File: config.mk
export PLATFORM = sky130hd
export DESIGN_NAME = synapse_driver
export DESIGN_NICKNAME = d
export VERILOG_FILES = /design/src/rtl/synapse_driver.sv
export SDC_FILE = /design/constraint.sdc
export NUM_CORES = 1
export LEC_CHECK = 0
export CAP_MARGIN = 20
export CORE_UTILIZATION = 45
export DETAILED_ROUTE_END_ITERATION = 10
export PLACE_DENSITY = 0.67
export SYNTH_ARGS = -nofsm -noshare
export SYNTH_HDL_FRONTEND = slang
export SYNTH_SLANG_ARGS = --single-unit
File: constraint.sdc
create_clock -name clk -period 4.3 [get_ports clk]
set_clock_uncertainty 0.2 [all_clocks]
set_input_delay 0.645 -clock clk [delete_from_list [all_inputs] [get_ports clk]]
set_output_delay 0.645 -clock clk [all_outputs]
set_load 0.03 [all_outputs]
File: src/rtl/synapse_driver.sv
// synapse_driver
// Serializes one presynaptic spike vector per timestep into a per-channel
// stream of synaptic weights for the downstream accumulator. A spiking
// channel emits its stored weight, a silent channel emits 0. The en output
// pulses together with the last channel of each frame so the accumulator
// closes exactly one frame's sum.
//
// state | meaning
// IDLE  | waiting for a frame; syn_out/en held at 0
// SCAN  | emitting channel idx of the captured frame, one per cycle
//
// Ports:
//   clk, rst     clock, synchronous active-high reset
//   spike_vec    presynaptic spikes, bit i = channel i
//   spike_valid  spike_vec valid
//   spike_ready  frame can be accepted this cycle (IDLE or last SCAN cycle)
//   w_we/w_addr/w_data  weight write port; out-of-range addresses ignored
//   syn_out      registered per-channel contribution
//   en           frame close, high with the last channel
//   busy         frame in progress
module synapse_driver #(
  parameter int N_INPUTS = 4,
  parameter int W        = 11,
  parameter int AW       = 2
) (
  input  logic                clk,
  input  logic                rst,
  input  logic [N_INPUTS-1:0] spike_vec,
  input  logic                spike_valid,
  output logic                spike_ready,
  input  logic                w_we,
  input  logic [AW-1:0]       w_addr,
  input  logic [W-1:0]        w_data,
  output logic [W-1:0]        syn_out,
  output logic                en,
  output logic                busy
);

  localparam int IW = (N_INPUTS > 1) ? $clog2(N_INPUTS) : 1;

  typedef enum logic {IDLE, SCAN} state_t;

  state_t              state, state_nxt;
  logic [IW-1:0]       idx;
  logic [N_INPUTS-1:0] frame;
  logic [W-1:0]        weights [N_INPUTS];
  logic                last;
  logic                scanning;
  logic                accept;
  logic                w_hit;
  logic [31:0]         w_addr_ext;

  assign scanning   = (state == SCAN);
  assign last       = (idx == IW'(N_INPUTS - 1));
  assign accept     = spike_valid && spike_ready;
  assign w_addr_ext = 32'(w_addr);
  assign w_hit      = w_we && (w_addr_ext < 32'(N_INPUTS));

  always_comb begin
    state_nxt   = state;
    spike_ready = 1'b0;
    case (state)
      IDLE: begin
        spike_ready = 1'b1;
        if (accept) state_nxt = SCAN;
      end
      SCAN: begin
        // Opening the handshake on the last channel lets frames abut with
        // no gap cycle.
        spike_ready = last;
        if (last && !accept) state_nxt = IDLE;
      end
      default: state_nxt = IDLE;
    endcase
  end

  always_ff @(posedge clk) begin
    if (rst) begin
      state   <= IDLE;
      idx     <= '0;
      frame   <= '0;
      syn_out <= '0;
      en      <= 1'b0;
      busy    <= 1'b0;
      for (int i = 0; i < N_INPUTS; i++) weights[i] <= '0;
    end else begin
      state <= state_nxt;

      // The output below reads the pre-write weight, so a write to the
      // channel being emitted only shows up in the next frame.
      if (w_hit) weights[w_addr[IW-1:0]] <= w_data;

      if (accept) begin
        frame <= spike_vec;
        idx   <= '0;
      end else if (scanning) begin
        idx <= idx + 1'b1;
      end

      if (scanning) begin
        syn_out <= frame[idx] ? weights[idx] : '0;
        en      <= last;
      end else begin
        syn_out <= '0;
        en      <= 1'b0;
      end

      busy <= accept || scanning;
    end
  end

endmodule

* Word-level counts from Yosys, hierarchy flattened *
Memory sizes are Yosys's and may differ from the RTL's. A register that Yosys moved wholly into a read port is not among the register bits.
Index checks and enable logic that the tools add are counted.

operators by class
  muxes and demuxes = 14
  bitwise gates (word level) = 2
  $lt $le $gt $ge = 2
  reduce and logical (&&, ||, !) cells = 9
  equal/unequal tests = 1
  $add $sub $neg = 1

operators by type and width
  cell                                                        count
  two-way mux 11 bit                                          1
  OR reduction 11 bit                                         1
  two-way mux 1 bit                                           9
  less-than comparator 2 x 3 -> 1 bit, second input constant  2
  one-hot mux 1 bit (2 select lines)                          2
  OR reduction 2 bit                                          2
  logical AND 1 bit                                           3
  OR reduction 3 bit                                          1
  adder 2 x 1 -> 2 bit, second input constant                 1
  binary-select mux 1 bit (select 2 bit)                      1
  == test 2 bit, second input constant                        1
  two-way mux 2 bit                                           1
  NOT 1 bit                                                   2
  logical NOT 1 bit                                           1
  logical OR 1 bit                                            1

word-level totals
  register bits = 9
  memories = 1
  output and inout port bits = 14
  input port bits = 21
  word-level logic and storage cells = 35
  bits in writable memories = 44

memories
  name     depth  width  rd ports  clocked after memory_dff  wr ports  line  source
  weights  4      11     1         1                         4         46    logic [W-1:0] weights [N_INPUTS];

* Depth between registers and ports, before layout *
Gate-level depths: netlist of the first run.

  depth after elaboration = 7
  gate-level depth with buffers = 5
  mapped depth without buffers = 5

* Least setup slack after synthesis of the first run *
No wires, ideal clock.

  kind = input-to-reg
  from = input rst
  to = memory weights[2][0] (enable)
  cell stages on the path = 2
  path buffers = 1
  data required time = 3.719 ns
  slack = 2.439 ns
  setup time = 0.381 ns
  arrival = 1.280 ns
  path through = clkbuf_1 -> o21bai_1

RTL lines
  item         line  source
  from (decl)  27    input logic rst,
  to (decl)    46

* Worst setup path after layout of the first run *
  from = register idx[1]
  to = output spike_ready

between the ends
  cells in the longest elaborated chain, start to end = 2

ends and longest elaborated chain
  item                                line  source
  from (decl)                         44    logic [IW-1:0] idx;
  from (signal assigned)              97    idx <= idx + 1'b1;
  == test 2 bit                       54    assign last = (idx == IW'(N_INPUTS - 1));
  net last                            47    logic last;
  one-hot mux 1 bit (2 select lines)  62    case (state)
  to (decl)                           30    output logic spike_ready,

The timed path passes the listed nets, and every way through them passes these cells.

==> results of run 1 <==
## through the flow
stage / total power, µW / utilization / setup WS [ns] / instance area, µm²
2_1_floorplan: 791 / - / 2.44 / 2730
4_1_cts: 1360 / 0.588 / 1.06 / 3340
6_report: 1350 / 0.588 / 1.09 / 3340
3_5_place_dp: 837 / 0.552 / 1.42 / 3130
3_3_place_gp: 832 / 0.552 / 1.47 / 3130
5_1_grt: 1400 / 0.588 / 0.952 / 3340
## state kept, by name (all words and copies together) (netlist names)
| signal | flops |
|---|---|
| busy | 1 |
| en | 1 |
| scanning | 1 |
| idx | 2 |
| weights | 44 |
| syn_out | 11 |
| frame | 4 |
## power by group
group          switching, µW  internal, µW  total [µW]  leakage [µW]
clock                    218           313         531      0.000107
combinational           51.0          62.5         114      0.000500
sequential              12.4           696         709      0.000592
## worst max path at each step
stage                          to   start  slack [ns]
finish                spike_ready  idx[1]        1.09
global route          spike_ready  idx[1]        0.95
CTS                   spike_ready  idx[1]        1.06
detailed placement  weights[0][4]     rst        1.42
global placement      spike_ready  idx[1]        1.47
floorplan           weights[2][0]     rst        2.44
## final cells by class
| cell class | count | area, µm² | share of cell area |
|---|---|---|---|
| Tap cell | 72 | 90.1 | 0.0270 |
| Clock inverter | 3 | 38.8 | 0.0116 |
| Sequential cell | 64 | 1720 | 0.516 |
| Timing Repair Buffer | 40 | 385 | 0.115 |
| Inverter | 2 | 7.51 | 0.00225 |
| Clock buffer | 13 | 169 | 0.0506 |
| Multi-Input combinational cell | 106 | 926 | 0.277 |
## routing by layer
metal	vias to the layer above	GRT usage	share of wire
met1	747	0.218	0.44
li1	737	-	-
met5	-	0	0
met3	9	0.0423	0.039
met2	36	0.281	0.50
met4	0	0.0964	0.020
## worst register-to-register path, delay by kind of cell, from the launching register on
kind | cells | cell delay, ns
buf+inv | 1 | 0.16
fa+ha+maj | 1 | 0.34
flops | 1 | 0.74
compound gates | 1 | 0.15
simple gates | 2 | 0.22
## layout by cell type, fill, tap and decap left out, types with 2 or more instances in the layout
cell type,instances
mux4_2,8
clkdlybuf4s50_1,34
clkbuf_8,12
nor2b_1,3
and2_1,44
nor2b_2,2
a21oi_1,7
buf_4,6
or2_2,2
edfxtp_1,44
mux4_1,3
dfxtp_1,20
nor2_1,4
inv_1,2
nand2_1,2
nor3b_1,4
o21ai_0,4
nor2b_4,8
nand3_1,4
## cell families (layout without fill, tap and decap cells)
| group | Yosys count | in the layout |
|---|---|---|
| mux | 13 | 13 |
| fa+ha+maj | 1 | 1 |
| buf+inv | 12 | 58 |
| compound gates | 15 | 15 |
| flops | 64 | 64 |
| simple gates | 77 | 77 |
==> reports/summary.txt, run 1 <==
Yosys top cell area share = 0.485
DIE HEIGHT = 79.8 µm
fraction of layout cells with a size suffix above 1 = 0.189
initial antenna violation count = 0
shortest period the worst path allows = 3.21 ns
Layout Cells excl Fill = 300
Synth Area in Adders = 0.00459
Levels on crit path = 4
clk slew on worst S/H paths = 0.06 ns
outcome = finished, final reports clean
PortBufs = 34
total CTS buffers = 9
clock root buffer = clkbuf_8
Final Net Count = 245
Antenna Nets Post-Route = 0
WL/cell = 16.4 µm
hpwl dp = 3250 µm
synthesized-area fraction occupied by and/or/nand/nor cells = 0.196
ANT cells = 0
Hold EP = frame[2]
overall routed net length = 4920 µm
r2r endpoint = frame[3]
Worst-Skew Late Latency = 0.33 ns
worst hold path stage count = 2
TritonCTS clock tree = done
buffer and inverter count on the worst path = 2
IO Pins = 35
WP data required = 3.45 ns
Total GRT Usage = 0.176
Synth area leaders = edfxtp_1 48%, dfxtp_1 15%, and2_1 10%, mux4_2 6.6%, nor2b_4 4.0%
syn_nets = 204
Die Wd = 79.8 µm
Pins Over Slew Limit = 0
family with the most delay on the worst path = buffers and inverters
final setup fails = 0
crit path max-delay cell type = dfxtp_1
PostCTS Resize Cnt = 0
die area = 6370 µm²
clock sinks = 64
Max Root-Sink Buffers = 2
vias in the first global route = 1551
Fin. Hold Viols = 0
Post-synth top flop = edfxtp_1
postcts setup bufs = 0
Hold Crit Start = frame[2]
flop-to-flop setup slack = 2.43 ns
post-synthesis mux area share = 0.104
vias per inst = 5.10
Post-synth top cells = 44 x and2_1, 44 x edfxtp_1, 20 x dfxtp_1
Worst Hold Class = flip-flop to flip-flop
largest net degree at the start of global routing = 18
Post-synth EDFFs = 44
largest area contributor in the netlist = edfxtp_1
# hold bufs at CTS = 0
aggregate global routing overflow = 0
unique cell type count in the Yosys netlist = 32
max incr delay on CP = 0.74 ns
Synth warnings = 0
post-synthesis cell area = 2730 µm²
dpl cells = 284
max cap viols = 0
Pwr Density = 405 nW/µm²
post-synthesis sequential area ratio = 0.631
type of origin of the critical path = flip-flop
Starting Density = 0.480
synth-to-layout area growth = 22.4%
peak supply drop = 218 µV
First DRT Iteration DRCs = 135
pin slew with the least headroom to its limit = 0.828 ns
final period utilization = 0.747
gpl congestion = 0.750
Initial DRT Pass Iterations = 4
r2r worst-path depth = 5
leakage = 0.00120 µW
Slew headroom = 0.447
synthesized instance count = 182
CP Capture Type = primary output
largest family of logic cells by synthesized area = simple AND/OR/NAND/NOR gates
setup TNS = 0 ns
Fmax achieved = 311 MHz
CP Cell Sequence = ha_1 -> nor2b_1 -> inv_1 -> clkdlybuf4s50_1
critical-path maximum fanout = 15
mean area per synthesized cell = 15.0 µm²
first-pass GRT wire length = 7750 µm
Seq cells post-synth = 64
vias = 1529
Async S/R FF share, synth = 0
core area = 5680 µm²
RR Startpoint = idx[1]
row cnt = 27
CP Class = flip-flop to primary output
complex-gate fraction of the synthesized area = 0.0349
H-tree depth = 3
WHS = 0.293 ns
RSZ-0062 raised after global routing = false
DRC errors left = 0
crit path DAT = 2.37 ns
# fillers = 445
Post-Synth XOR/XNOR Area = 0
(Power assumes the default switching activity.)
==> inputs of run 2 (changes only) <==
--- a/config.mk
+++ b/config.mk
@@ -8,7 +8,7 @@
 export CAP_MARGIN = 20
 export CORE_UTILIZATION = 45
 export DETAILED_ROUTE_END_ITERATION = 10
-export PLACE_DENSITY = 0.67
+export PLACE_DENSITY = 0.7
 export SYNTH_ARGS = -nofsm -noshare
 export SYNTH_HDL_FRONTEND = slang
 export SYNTH_SLANG_ARGS = --single-unit
==> constraint.sdc (replaced) <==
create_clock -name clk -period 2.7 [get_ports clk]
set_clock_uncertainty 0.2 [all_clocks]
set_input_delay 0.405 -clock clk [delete_from_list [all_inputs] [get_ports clk]]
set_output_delay 0.405 -clock clk [all_outputs]
set_load 0.03 [all_outputs]
==> run 2 against run 1 <==
Clock power up 61%. Sequential power grew 59%. Cell count is 1.0% higher. Sequential cell count stayed put. Sequential share of layout area down 0.25 points. Die area is the same. Design area increased by 0.49%. Register-to-register slack worse by 1.5 ns. Via count is 0.46% higher. Hold slack got worse by 0.0085 ns. Largest power group unchanged.
==> reports/summary.txt, run 2 (synthesis gave the netlist of run 1 again) <==
Post-DP Area = 3150 µm² (+0.64%)
leading cell types in the layout, fill and taps excluded = 44 x and2_1, 44 x edfxtp_1, 33 x clkdlybuf4s50_1
H-tree depth = 3 (unchanged)
setup TNS = 0 ns (unchanged)
Post-Route M1 WL = 2200 µm (+1.1%)
Largest regs = weights: 44 flops, syn_out: 11 flops, frame: 4 flops
overall routed net length = 4900 µm (-0.51%)
clk slew on worst S/H paths = 0.07 ns (about the same)
first-pass GRT wire length = 7730 µm (-0.26%)
ANT cells = 0 (unchanged)
DR WL met3 = 135 µm (-29%)
max cap viols = 0 (unchanged)
outcome = finished, final reports clean
synth-to-layout area growth = 23.0%
Final Net Count = 248 (+1.2%)
max FFs per register = 44 (unchanged)
Multi-input gate area = 926 µm² (unchanged)
# hold bufs at CTS = 0 (unchanged)
WHS = 0.284 ns (-0.00852 ns)
Initial DRT Pass Iterations = 4 (unchanged)
CP Capture Type = primary output
DIE HEIGHT = 79.8 µm (unchanged)
Final Instance Area = 3350 µm² (+0.49%)
postcts setup bufs = 0 (unchanged)
Max Root-Sink Buffers = 2 (unchanged)
leakage = 0.00121 µW (+0.90%)
shortest period the worst path allows = 2.13 ns
Fmax achieved = 469 MHz
hpwl dp = 3170 µm (-2.4%)
Place WS = 0.569 ns (-0.847 ns)
core area = 5680 µm² (unchanged)
dpl cells = 287 (+1.1%)
gpl congestion = 0.744 (-0.85%)
PnR worst setup slack = 0.566 ns (-0.522 ns)
Slew headroom = 0.748 (+0.301)
largest net degree at the start of global routing = 17 (-1)
clock root buffer = clkbuf_8
register area = 1720 µm² (unchanged)
Total GRT Usage = 0.175 (-0.000408)
Starting Density = 0.480 (unchanged)
PortBufs = 34 (unchanged)
Layout Cells excl Fill = 303 (+1.0%)
pin slew with the least headroom to its limit = 0.378 ns (-0.450 ns)
type of origin of the critical path = flip-flop
final setup fails = 0 (unchanged)
vias in the first global route = 1518 (-2.1%)
CP Class = flip-flop to primary output
Antenna Nets Post-Route = 0 (unchanged)
critical-path maximum fanout = 6 (-9)
highest metal used = met4
initial antenna violation count = 0 (unchanged)
WP data required = 2.10 ns (-1.35 ns)
vias = 1536 (+0.46%)
Worst Hold Class = flip-flop to flip-flop
Fin. Hold Viols = 0 (unchanged)
Pwr Density = 647 nW/µm² (+60%)
PostCTS Resize Cnt = 0 (unchanged)
Most flops, register = weights
IO Pins = 35 (unchanged)
DRC errors left = 0 (unchanged)
clock sinks = 64 (unchanged)
aggregate global routing overflow = 0 (unchanged)
final period utilization = 0.790
# fillers = 454 (+2.0%)
Worst-Skew Late Latency = 0.33 ns (about the same)
row cnt = 27 (unchanged)
TritonCTS clock tree = done
die area = 6370 µm² (unchanged)
fraction of layout cells with a size suffix above 1 = 0.195 (+0.00621)
First DRT Iteration DRCs = 64 (-53%)
Die Wd = 79.8 µm (unchanged)
RSZ-0062 raised after global routing = false
peak supply drop = 385 µV (+76%)
crit path DAT = 1.53 ns (-0.84 ns)
WL/cell = 16.2 µm (-1.5%)
vias per inst = 5.07 (-0.54%)
met2 routed WL = 2430 µm (-0.69%)
total CTS buffers = 9 (unchanged)
Pins Over Slew Limit = 0 (unchanged)
run 2: worst max-delay path, stage by stage (launching register included):
cell,delay [ns]
dfxtp_1,0.31
ha_1,0.24
nor2b_1,0.28
inv_1,0.17
buf_4,0.20
run 2: area by class of cell:
| type | count | area share |
|---|---|---|
| Tap cell | 72 | 0.0269 |
| Sequential cell | 64 | 0.513 |
| Multi-Input combinational cell | 106 | 0.276 |
| Clock inverter | 4 | 0.0205 |
| Inverter | 2 | 0.00224 |
| Clock buffer | 12 | 0.0403 |
| Timing Repair Buffer | 43 | 0.121 |
run 2: final timing paths:
check / start / to / slack [ns] / cells past startpoint
max: idx[0] / spike_ready / 0.57 / 4
min reg2reg: frame[0] / frame[0] / 0.28 / 2
max reg2reg: idx[0] / syn_out[0] / 0.91 / 5
min: frame[0] / frame[0] / 0.28 / 2
run 2: stage by stage:
step	utilization	total power, µW
6_report	0.591	2170
5_1_grt	0.591	2240
4_1_cts	0.591	2180
3_5_place_dp	0.555	1340
3_3_place_gp	0.555	1330
2_1_floorplan	-	1260
run 2: where the power goes:
group	switching [µW]	internal [µW]
logic	84.9	102
registers	17.6	1110
clock network	340	516
total	442	1730
run 2: metal layers:
metal / vias to the layer above / global-route usage
met5: - / 0
met3: 11 / 0.0309
met4: 0 / 0.107
met2: 34 / 0.291
li1: 747 / -
met1: 744 / 0.211
